<file path="src/rtl/uart_mmio_tx.sv">
// UART 8N1/8N2 transmitter triggered by a rising edge on the MMIO write-enable level.
// Latency: the start bit appears on tx one cycle after the request cycle; all outputs are registered.
// Backpressure: none; a request arriving mid-frame is dropped and flagged by a one-cycle tx_ovr pulse.
module uart_mmio_tx #(
  parameter int CLKS_PER_BIT = 868,
  parameter int STOP_BITS    = 1
) (
  input  logic        clk,
  input  logic        Rst,
  input  logic        mmio_wea,
  input  logic [31:0] mmio_dat,
  output logic        tx,
  output logic        tx_busy,
  output logic        tx_done,
  output logic        tx_ovr
);

  // One counter serves both data bits and the (possibly double-length) stop period.
  localparam int CW = (CLKS_PER_BIT * STOP_BITS > 1) ? $clog2(CLKS_PER_BIT * STOP_BITS) : 1;
  localparam logic [CW-1:0] BIT_LAST  = CW'(CLKS_PER_BIT - 1);
  localparam logic [CW-1:0] STOP_LAST = CW'(CLKS_PER_BIT * STOP_BITS - 1);
  localparam logic [CW-1:0] CNT_ONE   = CW'(1);

  typedef enum logic [1:0] {
    S_IDLE,
    S_START,
    S_DATA,
    S_STOP
  } state_t;

  state_t         state_q, state_d;
  logic [CW-1:0]  cnt_q, cnt_d;
  logic [2:0]     bit_idx_q, bit_idx_d;
  logic [7:0]     shreg_q, shreg_d;
  logic           wea_q;
  logic           tx_q, tx_d;
  logic           busy_q, busy_d;
  logic           done_q, done_d;
  logic           ovr_q, ovr_d;
  logic           req;

  // Only the low byte of the data word is transmitted.
  logic unused_dat_hi;
  assign unused_dat_hi = ^mmio_dat[31:8];

  // A held-high write-enable counts once; software must write 0 then 1 again.
  assign req = mmio_wea & ~wea_q;

  // Next-state logic; tx is computed one cycle ahead so the line itself comes from a flop.
  always_comb begin
    state_d   = state_q;
    cnt_d     = cnt_q;
    bit_idx_d = bit_idx_q;
    shreg_d   = shreg_q;
    tx_d      = tx_q;
    busy_d    = busy_q;
    done_d    = 1'b0;
    ovr_d     = 1'b0;

    unique case (state_q)
      S_IDLE: begin
        tx_d   = 1'b1;
        busy_d = 1'b0;
        if (req) begin
          shreg_d = mmio_dat[7:0];
          cnt_d   = '0;
          state_d = S_START;
          tx_d    = 1'b0;
          busy_d  = 1'b1;
        end
      end

      S_START: begin
        if (cnt_q == BIT_LAST) begin
          cnt_d     = '0;
          bit_idx_d = 3'd0;
          state_d   = S_DATA;
          tx_d      = shreg_q[0];
        end else begin
          cnt_d = cnt_q + CNT_ONE;
        end
      end

      S_DATA: begin
        if (cnt_q == BIT_LAST) begin
          cnt_d   = '0;
          shreg_d = {1'b0, shreg_q[7:1]};
          if (bit_idx_q == 3'd7) begin
            state_d = S_STOP;
            tx_d    = 1'b1;
          end else begin
            bit_idx_d = bit_idx_q + 3'd1;
            tx_d      = shreg_q[1];
          end
        end else begin
          cnt_d = cnt_q + CNT_ONE;
        end
      end

      S_STOP: begin
        tx_d = 1'b1;
        if (cnt_q == STOP_LAST) begin
          cnt_d   = '0;
          state_d = S_IDLE;
          busy_d  = 1'b0;
          done_d  = 1'b1;
        end else begin
          cnt_d = cnt_q + CNT_ONE;
        end
      end

      default: begin
        state_d = S_IDLE;
        tx_d    = 1'b1;
        busy_d  = 1'b0;
      end
    endcase

    // Requests during a frame are dropped; the frame in flight is untouched.
    if (req && state_q != S_IDLE) begin
      ovr_d = 1'b1;
    end
  end

  // State and output registers; reset aborts any frame and parks the line high.
  always_ff @(posedge clk) begin
    if (Rst) begin
      state_q   <= S_IDLE;
      cnt_q     <= '0;
      bit_idx_q <= 3'd0;
      shreg_q   <= 8'd0;
      wea_q     <= 1'b0;
      tx_q      <= 1'b1;
      busy_q    <= 1'b0;
      done_q    <= 1'b0;
      ovr_q     <= 1'b0;
    end else begin
      state_q   <= state_d;
      cnt_q     <= cnt_d;
      bit_idx_q <= bit_idx_d;
      shreg_q   <= shreg_d;
      wea_q     <= mmio_wea;
      tx_q      <= tx_d;
      busy_q    <= busy_d;
      done_q    <= done_d;
      ovr_q     <= ovr_d;
    end
  end

  assign tx      = tx_q;
  assign tx_busy = busy_q;
  assign tx_done = done_q;
  assign tx_ovr  = ovr_q;

endmodule

</file>
<file path="config.mk">
export PLATFORM = sky130hd
export DESIGN_NAME = uart_mmio_tx
export DESIGN_NICKNAME = d
export VERILOG_FILES = /design/src/rtl/uart_mmio_tx.sv
export SDC_FILE = /design/constraint.sdc
export NUM_CORES = 1
export LEC_CHECK = 0
export CAP_MARGIN = 30
export CORE_MARGIN = 4
export CORE_UTILIZATION = 40
export DETAILED_ROUTE_END_ITERATION = 8
export PLACE_DENSITY_LB_ADDON = 0.1
export SKIP_CTS_REPAIR_TIMING = 1
export SLEW_MARGIN = 30
export SYNTH_ARGS = -nofsm -noshare
export SYNTH_HDL_FRONTEND = slang
export SYNTH_SLANG_ARGS = --single-unit
</file>
<file path="constraint.sdc">
create_clock -name clk -period 2.2 [get_ports clk]
set_clock_uncertainty 0.15 [all_clocks]
set_input_delay 0.22 -clock clk [delete_from_list [all_inputs] [get_ports clk]]
set_output_delay 0.22 -clock clk [all_outputs]
set_load 0.02 [all_outputs]
</file>
==> results.sh, run 1 <==
export IMPL_layout_commonest_cell="dfxtp_1"
export IMPL_tns_ns=0
export IMPL_grt_overflow_total=0
export IMPL_slowest_stage="or4b_4"
export IMPL_final_area_um2=1830
export IMPL_grtUsageTotal=0.142
export IMPL_drc_errors=0
export IMPL_dp_hpwl_um=2420
export IMPL_fin_crit_sh=0.921
export IMPL_rsz0062_at_grt="false"
export IMPL_synth_edf_count=0
export IMPL_slew_limit_headroom=0.651
export IMPL_cts_tree="built"
export IMPL_yosysWarningCount=0
export IMPL_powerDensity_nw_per_um2=1040
export IMPL_yosysSeqAreaShare=0.371
export IMPL_dp_cells=229
export IMPL_synth_cells=164
export IMPL_gp_congestion=0.821
export IMPL_dr_pass1_iters=4
export IMPL_ys_ff_latch=28
export IMPL_peakVddDrop_v=0.000624
export IMPL_critical_path_class="reg -> reg"
export IMPL_first_iter_violations=40
export IMPL_hold_viol_final=0
export IMPL_ant_nets=0
export IMPL_drive_above_1_share=0.119
export IMPL_syn_nets=207
export IMPL_grt_pass1_wl_um=5730
export IMPL_path_clk_slew_ns=0.09
export IMPL_slew_viol_final=0
export IMPL_area_growth_pct=20.7
export IMPL_cp_slowest_stage_delay_ns=0.49
export IMPL_grt_max_degree=20
export IMPL_worstPathMaxFanout=15
export IMPL_path_cells="ha_1 -> or4b_4 -> o41ai_4 -> buf_12 -> a21oi_1 -> a311oi_1"
export IMPL_crit_arrival_ns=2.05
export IMPL_clock_latency_ns=0.27
export IMPL_worst_hold_slack_ns=0.345
export IMPL_nets=229
export IMPL_dpl_cell_area_um2=1770
export IMPL_core_area_um2=3660
export IMPL_fin_cells=233
export IMPL_cts_sinks=28
export IMPL_max_clock_path_buffers=2
export IMPL_async_reset_ff_frac=0
export IMPL_worstHoldPathType="reg -> reg"
export IMPL_end_kind="flop"
export IMPL_worstPathRequired_ns=2.23
export IMPL_fmax_mhz=494
export IMPL_wire_per_inst_um=13.5
export IMPL_first_global_vias=1303
export IMPL_ys_types=43
export IMPL_finalCriticalPeriod_ns=2.03
export IMPL_drt_total_wl_um=3150
export IMPL_syn_area_per_cell_um2=9.22
export IMPL_portBuffers=14
export IMPL_setup_viol=0
export IMPL_rows=22
export IMPL_io_pins=39
export IMPL_initial_utilization=0.413
export IMPL_vias=1258
export IMPL_root_buffer="clkbuf_8"
export IMPL_antenna_found_initial=0
export IMPL_htree_levels=1
export IMPL_antenna_cells=0
export IMPL_dieArea_um2=4830
export IMPL_most_common_layout_cells="28 x dfxtp_1, 16 x a21oi_1, 15 x nor2_1"
export IMPL_startpoint_type="flop"
export IMPL_power_leakage_uw=0.000643
export IMPL_tightest_slew_ns=0.510
export IMPL_cts_made_buffers=3
export IMPL_status="finished, final reports clean"
export IMPL_synthFlopType="dfxtp_1"
export IMPL_syn_area_um2=1510
export IMPL_via_per_inst=5.40
export IMPL_drv_cap=0
export IMPL_die_x_um=69.5
export IMPL_die_h_um=69.5
==> area by class of cell <==
cell class,instances,area [um^2]
Clock buffer,4,55.1
Fill cell,355,1840
Inverter,6,22.5
Multi-Input combinational cell,120,877
Sequential cell,28,561
Tap cell,48,60.1
Timing Repair Buffer,27,250
==> per-stage QoR <==
stage	power (uW)	setup slack, ns	utilization
after detailed placement	1610	0.0555	0.484
final	1900	0.175	0.499
after global placement	1580	0.132	0.484
after floorplan	1330	0.0325	-
after global routing	2060	0.0334	0.499
after CTS	1930	0.0336	0.499
==> state kept, by name, indices dropped and copies added, names as in the netlist <==
name / flops
cnt_q: 10
shreg_q: 8
bit_idx_q: 3
state_q: 2
tx: 1
tx_busy: 1
tx_done: 1
tx_ovr: 1
wea_q: 1
==> path summary, 6_finish.rpt <==
check / start / to / slack, ns / depth (start not counted)
setup / recovery: cnt_q[0] / shreg_q[6] / 0.17 / 6
hold / removal: bit_idx_q[2] / bit_idx_q[2] / 0.34 / 1
setup reg to reg: cnt_q[0] / shreg_q[6] / 0.17 / 6
hold reg to reg: bit_idx_q[2] / bit_idx_q[2] / 0.34 / 1
==> cells in the mapped netlist, drive strengths merged (2+ instances only) <==
| cell | n | share of area |
|---|---|---|
| mux2i | 9 | 0.060 |
| nor3 | 5 | 0.017 |
| a211oi | 2 | 0.0099 |
| inv | 6 | 0.015 |
| dfxtp | 28 | 0.37 |
| ha | 8 | 0.066 |
| nand2b | 5 | 0.021 |
| nand3 | 5 | 0.017 |
| a311oi | 7 | 0.049 |
| or4 | 3 | 0.015 |
| a22o | 2 | 0.012 |
| nand2 | 5 | 0.014 |
| nor2b | 4 | 0.017 |
| o31ai | 3 | 0.015 |
| o21ai | 3 | 0.0099 |
| nor2 | 15 | 0.037 |
| a2bb2oi | 2 | 0.012 |
| clkbuf | 6 | 0.015 |
| buf | 4 | 0.020 |
| xnor2 | 7 | 0.041 |
| a21oi | 16 | 0.053 |
| and2 | 2 | 0.0083 |
==> layer usage <==
metal	GRT usage	wire [um]	vias up	part of all wire
met4	0.0499	45	0	0.014
met3	0.0348	99	7	0.031
met5	0	0	-	0
met1	0.181	1480	589	0.47
met2	0.234	1530	18	0.48
li1	-	-	644	-
==> logic make-up (layout without fill, tap and decap cells) <==
family                     count (synthesis)  count (layout)  share of synthesized area
buffers and inverters                     16              37                     0.0496
DFF                                       28              28                      0.371
muxes                                      9               9                     0.0596
AOI/OAI and AO/OA                         43              43                      0.217
xor gates and xnor gates                   7               7                     0.0405
adders and majority gates                  8               8                     0.0662
and+or+nand+nor                           53              53                      0.197
==> report_power, final <==
| part | leakage (uW) | internal [uW] | switching (uW) |
|---|---|---|---|
| registers | 0.000229 | 619 | 64.4 |
| logic | 0.000386 | 424 | 483 |
| clock network | 0.0000288 | 160 | 152 |
==> critical path: cells and delay by family (launching register included) <==
| kind | cells | cell delay [ns] |
|---|---|---|
| compound gates | 3 | 0.59 |
| simple gates | 1 | 0.49 |
| flops | 1 | 0.34 |
| buf+inv | 1 | 0.18 |
| fa+ha+maj | 1 | 0.17 |
Note: power is estimated with default switching activity, not from simulation.
==> run 2: changes to the inputs <==
- CTS_CLUSTER_SIZE: not set -> 10
==> results of run 2 <==
No change in the layout: final DEF, timing and power equal those of run 1.
